===== config.mk =====
export PLATFORM = sky130hd
export DESIGN_NAME = flex_rx_deserializer
export DESIGN_NICKNAME = d
export VERILOG_FILES = /design/src/rtl/flex_rx_pkg.sv /design/src/rtl/flex_stp_sr_sync.sv /design/src/rtl/flex_rx_deserializer.sv
export SDC_FILE = /design/constraint.sdc
export NUM_CORES = 1
export LEC_CHECK = 0
export ABC_CLOCK_PERIOD_IN_PS = 3150
export CAP_MARGIN = 20
export CORE_MARGIN = 10
export CORE_UTILIZATION = 55
export DETAILED_ROUTE_END_ITERATION = 7
export GPL_TIMING_DRIVEN = 1
export PLACE_DENSITY = 0.83
export SYNTH_ARGS = -nofsm -noshare
export SYNTH_HDL_FRONTEND = slang
export SYNTH_SLANG_ARGS = --single-unit

===== constraint.sdc =====
create_clock -name clk -period 3.15 [get_ports clk]
set_input_delay 0.315 -clock clk [delete_from_list [all_inputs] [get_ports clk]]
set_output_delay 0.315 -clock clk [all_outputs]
set_load 0.03 [all_outputs]

===== src/rtl/flex_rx_pkg.sv =====
// Shared types and helpers for the flexible receive deserializer.
package flex_rx_pkg;

    typedef enum logic {
        COLLECT = 1'b0,
        PARITY  = 1'b1
    } rx_state_t;

    localparam logic PARITY_EVEN = 1'b0;
    localparam logic PARITY_ODD  = 1'b1;

    // Bit counter must hold values 0..num_bits inclusive.
    function automatic int count_width(input int num_bits);
        return $clog2(num_bits + 1);
    endfunction

endpackage


===== src/rtl/flex_stp_sr_sync.sv =====
// Serial-to-parallel shift core with synchronous reset and set-to-ones.
// next_value is exposed so the parent can capture a word on its final sampling edge.
module flex_stp_sr_sync #(
    parameter int NUM_BITS  = 8,
    parameter int SHIFT_MSB = 0
) (
    input  logic                clk,
    input  logic                rst,
    input  logic                set_ones,
    input  logic                shift_enable,
    input  logic                serial_in,
    output logic [NUM_BITS-1:0] parallel_out,
    output logic [NUM_BITS-1:0] next_value
);

    logic [NUM_BITS-1:0] base;

    // set_ones clears first, so a coincident shift lands on an all-ones register.
    always_comb begin
        base       = set_ones ? '1 : parallel_out;
        next_value = base;
        if (shift_enable) begin
            if (SHIFT_MSB != 0) begin
                next_value = {base[NUM_BITS-2:0], serial_in};
            end else begin
                next_value = {serial_in, base[NUM_BITS-1:1]};
            end
        end
    end

    always_ff @(posedge clk) begin
        if (rst) begin
            parallel_out <= '1;
        end else begin
            parallel_out <= next_value;
        end
    end

endmodule


===== src/rtl/flex_rx_deserializer.sv =====
// Parametrised receive deserializer: shift core, bit counter, optional parity
// check and a valid/ready holding register with sticky overrun detection.
module flex_rx_deserializer #(
    parameter int NUM_BITS   = 8,
    parameter int SHIFT_MSB  = 0,
    parameter int PARITY_EN  = 0,
    parameter int PARITY_ODD = 0
) (
    input  logic                clk,
    input  logic                rst,
    input  logic                serial_in,
    input  logic                shift_enable,
    input  logic                frame_start,
    input  logic                data_ready,
    input  logic                clear_errors,
    output logic [NUM_BITS-1:0] rx_data,
    output logic                data_valid,
    output logic                parity_error,
    output logic                overrun_error,
    output logic                busy
);

    import flex_rx_pkg::*;

    localparam int             CW        = count_width(NUM_BITS);
    localparam logic [CW-1:0]  LAST_BIT  = CW'(NUM_BITS - 1);
    localparam logic           ODD_SENSE = (PARITY_ODD != 0) ? flex_rx_pkg::PARITY_ODD
                                                             : flex_rx_pkg::PARITY_EVEN;

    rx_state_t           state, state_next, eff_state;
    logic [CW-1:0]       count, count_next, eff_count;
    logic [NUM_BITS-1:0] sr_q, sr_next, commit_word;
    logic                sr_shift, commit, commit_perr;

    // Data bits only shift while collecting; the parity bit never enters the register.
    assign sr_shift = shift_enable && (frame_start || (state == COLLECT));

    flex_stp_sr_sync #(
        .NUM_BITS  (NUM_BITS),
        .SHIFT_MSB (SHIFT_MSB)
    ) u_shift (
        .clk          (clk),
        .rst          (rst),
        .set_ones     (frame_start),
        .shift_enable (sr_shift),
        .serial_in    (serial_in),
        .parallel_out (sr_q),
        .next_value   (sr_next)
    );

    always_comb begin
        eff_state   = frame_start ? COLLECT : state;
        eff_count   = frame_start ? '0 : count;
        state_next  = eff_state;
        count_next  = eff_count;
        commit      = 1'b0;
        commit_word = sr_next;
        commit_perr = 1'b0;
        if (shift_enable) begin
            if (eff_state == COLLECT) begin
                if (eff_count == LAST_BIT) begin
                    count_next = '0;
                    if (PARITY_EN != 0) begin
                        state_next = PARITY;
                    end else begin
                        commit = 1'b1;
                    end
                end else begin
                    count_next = eff_count + CW'(1);
                end
            end else begin
                commit      = 1'b1;
                commit_word = sr_q;
                commit_perr = (serial_in != ((^sr_q) ^ ODD_SENSE));
                state_next  = COLLECT;
            end
        end
    end

    // A commit always wins over consumption; overrun only when the held word is not taken.
    always_ff @(posedge clk) begin
        if (rst) begin
            state         <= COLLECT;
            count         <= '0;
            rx_data       <= '1;
            data_valid    <= 1'b0;
            parity_error  <= 1'b0;
            overrun_error <= 1'b0;
        end else begin
            state <= state_next;
            count <= count_next;
            if (commit) begin
                rx_data      <= commit_word;
                parity_error <= commit_perr;
                data_valid   <= 1'b1;
            end else if (data_valid && data_ready) begin
                data_valid <= 1'b0;
            end
            if (commit && data_valid && !data_ready) begin
                overrun_error <= 1'b1;
            end else if (clear_errors) begin
                overrun_error <= 1'b0;
            end
        end
    end

    assign busy = (count != '0) || (state == PARITY);

endmodule


After elaboration in Yosys (flattened, before gate mapping)
Cells that the tools add are included.
{ "word_totals": {"regBits": 24} }
{ "classes": {"mux": 18, "n_bitwise": 1, "add_sub_neg": 1, "reduce_logical": 12, "n_eq_ne": 2} }
{ "op_table": {"columns": ["cell", "count"], "rows": [
  ["8-bit 2-to-1 mux", 4],
  ["4-bit 2-to-1 mux", 4],
  ["1-bit 2-to-1 mux", 10],
  ["8-bit parity", 1],
  ["4-bit by 1-bit adder with 4-bit output (second input constant)", 1],
  ["4-bit by 3-bit == test with 1-bit output (second input constant)", 1],
  ["1-bit logical AND", 4],
  ["2-bit nonzero test", 2],
  ["4-bit nonzero test", 1],
  ["1-bit logical OR", 2],
  ["2-bit OR reduction", 1],
  ["1-bit zero test", 1],
  ["1-bit != test", 1],
  ["1-bit NOT", 1]
]} }

Longest topological paths before layout
{ "logic_depth": {"word_depth": 8, "depth_mapped": 8} }

By module
A second synthesis with hierarchy kept.
{ "hier_totals": {"hier_cells": 126, "hier_area_um2": 1192.4} }
{ "modules_own_cells": {"columns": ["module", "n_inst", "area_each_um2", "cells_each"], "rows": [
  ["flex_rx_deserializer", 1, 850.8, 90],
  ["flex_stp_sr_sync", 1, 341.6, 36]
]} }

Worst setup path after synthesis
OpenSTA, ideal clock, no wires.
{ "synth_path": {"path_kind": "input-to-reg", "startpoint": "in frame_start", "endpoint": "reg overrun_error", "setup_ns": 0.127, "n_path_buf": 2, "path_slack_ns": 1.511, "path_stages": 8, "arrival_ns": 1.512, "path_cell_list": "buf_2 nor2b_1 ha_1 and3b_1 o21ai_4 buf_6 a2bb2oi_1 nor2_1"} }
{ "synth_via": {"elab_chain_len": 8, "elab_cells_between_ends": 10, "classes_between": "eq/ne: 1; mux: 6; reduce/logical: 3"} }
{ "synth_rtl": {"columns": ["item", "line_no", "source"], "rows": [
  ["from (decl)", "flex_rx_deserializer.sv:13", "input logic frame_start,"],
  ["4-bit 2-to-1 mux", "flex_rx_deserializer.sv:53", "eff_count = frame_start ? '0 : count;"],
  ["4-bit by 3-bit == test with 1-bit output", "flex_rx_deserializer.sv:61", "if (eff_count == LAST_BIT) begin"],
  ["1-bit 2-to-1 mux", "flex_rx_deserializer.sv:61", null],
  ["1-bit 2-to-1 mux *", "flex_rx_deserializer.sv:60", "if (eff_state == COLLECT) begin"],
  ["1-bit 2-to-1 mux *", "flex_rx_deserializer.sv:59", "if (shift_enable) begin"],
  ["1-bit logical AND * (2 in series)", "flex_rx_deserializer.sv:99", "if (commit && data_valid && !data_ready) begin"],
  ["1-bit 2-to-1 mux or 2-bit nonzero test (tied branches)", null, null],
  ["to (signal assigned)", "flex_rx_deserializer.sv:88", "overrun_error <= 1'b0;"],
  ["to (signal assigned)", "flex_rx_deserializer.sv:100", "overrun_error <= 1'b1;"],
  ["to (signal assigned)", "flex_rx_deserializer.sv:102", "overrun_error <= 1'b0;"],
  ["to (decl)", "flex_rx_deserializer.sv:19", "output logic overrun_error,"]
]} }
Mark *: on every way between the ends. The rest lies on a longest branch, timed or not.
A chain may end at the register's enable or synchronous reset.

Worst setup path after layout
{ "layout_path": {"startpoint": "reg state", "endpoint": "out busy"} }
{ "layout_via": {"elab_chain_len": 1} }
{ "layout_rtl": {"columns": ["item", "line_no", "source"], "rows": [
  ["from (decl)", "flex_rx_deserializer.sv:30", "rx_state_t state, state_next, eff_state;"],
  ["from (signal assigned)", "flex_rx_deserializer.sv:90", "state <= state_next;"],
  ["1-bit logical OR", "flex_rx_deserializer.sv:107", "assign busy = (count != '0) || (state == PARITY);"],
  ["to (decl)", "flex_rx_deserializer.sv:20", "output logic busy"]
]} }
Every way passes these cells.

==> results.json <==
{
  "status": "finished, final reports clean",
  "setup_violations": 0,
  "drc": 0,
  "holdBufCountCts": 0,
  "hold_depth": 1,
  "tightest_slew_ns": 0.692,
  "wirelength_um": 2320,
  "drive_above_1_share": 0.0405,
  "final-hold-violation-count": 0,
  "arrival_ns": 1.92,
  "drv_cap": 0,
  "grt_pass1_vias": 857,
  "htreeDepth": 1,
  "cts.clk_slew.worst_paths_ns": 0.13,
  "reg2reg_slack_ns": 1.32,
  "first_pass_iters": 4,
  "whs_ns": 0.475,
  "ir_worst_vdd_uv": 341,
  "ys_seq_elements": 24,
  "power_density_nw_per_um2": 394,
  "worstSetupPathType": "flip-flop to output port",
  "fmax_mhz": 446,
  "cp.required_ns": 2.83,
  "die_h_um": 65.2,
  "end_kind": "output port",
  "overflow": 0,
  "ant_nets": 0,
  "cts_tree": "built",
  "grt_max_degree": 21,
  "rows": 16,
  "fin_crit_sh": 0.711,
  "holdCritPathClass": "flip-flop to flip-flop",
  "crit_start": "state",
  "start_util": 0.573,
  "gr-usage-all-layers": 0.110,
  "cts_resized": 0,
  "hpwl_um": 1740,
  "start_kind": "flip-flop",
  "syn_avg_cell_area_um2": 8.52,
  "io_buffer_count": 18,
  "dieArea_um2": 4250,
  "crit_path_max_fanout": 20,
  "fp.dieW_um": 65.2,
  "hold_end": "rx_data[3]",
  "layout_common_cells": "24 x dfxtp_1, 21 x nor2_1, 21 x nand2_1, 18 x clkdlybuf4s50_1, 9 x nand3_1",
  "vias_per_cell": 5.35,
  "cts_made_buffers": 3,
  "pin_count": 19,
  "num-fill-cells": 187,
  "rr_endpoint": "rx_data[5]",
  "synth_fp_nets": 140,
  "r2r_cells": 6,
  "slew_headroom": 0.538,
  "async_reset_ff_frac": 0,
  "cts_root_buf": "clkbuf_4",
  "drtIter0Drc": 18,
  "ys.flop_type": "dfxtp_1",
  "postCtsSetupRepairBufs": 0,
  "synth.top_cell.area_share": 0.427,
  "p_leak_nw": 0.560,
  "worstHoldStart": "rx_data[3]",
  "synth_largest_area_cell": "dfxtp_1",
  "diodes": 0,
  "synthTopCellsByArea": "dfxtp_1 43%, nand2_1 7.0%, nor2_1 7.0%",
  "syn-cell-area_um2": 1120,
  "area_growth_pct": 19.2,
  "wl_per_cell_um": 13.3,
  "gp_routability_congestion": 0.769,
  "fin_nets": 157,
  "synthCells": 132,
  "antenna_found_initial": 0,
  "synth-edff-count": 0,
  "period_minus_slack_ns": 2.24,
  "clock_sinks": 24,
  "grt_first_pass_wirelength_um": 3880,
  "slew_viol_final": 0,
  "clock_skew_ns": 0.00350,
  "ys_warn_count": 0,
  "clock_latency_ns": 0.31,
  "core-area_um2": 1960,
  "rsz0062_at_grt": "no",
  "clk_path_buf_depth": 2,
  "fin_tns_setup_ns": 0,
  "layout_commonest_cell": "dfxtp_1",
  "synth.distinct_cells": 32,
  "synth_seq_area_share": 0.427,
  "reg2reg_from": "count[1]",
  "num_vias": 936
}
-- report_power, final --
part	leakage [nW]	internal (mW)	switching, mW	total (mW)
clock	0.0210	0.0706	0.0883	0.159
sequential	0.195	0.309	0.00642	0.315
combinational	0.344	0.0267	0.0280	0.0548
-- routing by layer --
layer / up-vias / GRT usage / part of all wire
met2: 21 / 0.184 / 0.47
li1: 484 / - / -
met5: - / 0 / 0
met1: 426 / 0.129 / 0.47
met4: 0 / 0.0481 / 0.016
met3: 5 / 0.0271 / 0.047
-- per-stage QoR --
step | total power, mW | cell area [um^2] | instances | utilization | setup slack (ns)
floorplan | 0.358 | 1120 | 132 | - | 1.51
global placement | 0.375 | 1310 | 171 | 0.665 | 0.936
detailed placement | 0.376 | 1310 | 171 | 0.665 | 0.844
CTS | 0.531 | 1340 | 175 | 0.684 | 0.910
global route | 0.546 | 1340 | 175 | 0.684 | 0.781
finish | 0.529 | 1340 | 175 | 0.684 | 0.910
-- final cells by class --
type / count / area [um^2] / area share
Multi-Input combinational cell: 99 / 596 / 0.444
Sequential cell: 24 / 480 / 0.358
Timing Repair Buffer: 19 / 188 / 0.140
Clock buffer: 4 / 36.3 / 0.0271
Tap cell: 27 / 33.8 / 0.0252
Inverter: 2 / 7.51 / 0.00560
-- how the worst max path moves through the flow --
stage,to,slack [ns],depth (start not counted)
after floorplan,overrun_error,1.51,8
after global placement,rx_data[5],0.94,7
after detailed placement,rx_data[5],0.84,7
after CTS,busy,0.91,3
after global routing,busy,0.78,3
final,busy,0.91,3
-- cell usage after synthesis, drive strengths merged (2+ instances only) --
master   n
and3b    2
a211oi   7
xor2     3
nor3     3
nor2    21
nand2b   2
buf      5
a21oi    2
clkbuf   2
dfxtp   24
nand3b   2
nor2b    3
xnor2    4
nand3    9
nand2   21
a211o    7
inv      2
-- cell families (layout without fill, tap and decap cells) --
logic type      after synthesis  count (layout)  share of synthesized area
simple gates                 67              67                      0.276
flops                        24              24                      0.427
compound gates               22              22                      0.159
buf+inv                       9              25                     0.0434
xor+xnor                      8               8                     0.0745
fa+ha+maj                     1               1                     0.0111
mux                           1               1                    0.00890
-- worst max-delay path, stage by stage (launching register included) --
cell and delay, ns:
dfxtp_1 0.79, nor2_1 0.08, nand2_1 0.08, clkdlybuf4s50_1 0.66
-- sequential cells by signal, summed over array words and instances (netlist names) --
signal                flops
overrun_error             1
data_valid                1
state                     1
u_shift.parallel_out      8
count                     4
parity_error              1
rx_data                   8
(Power assumes the default switching activity.)
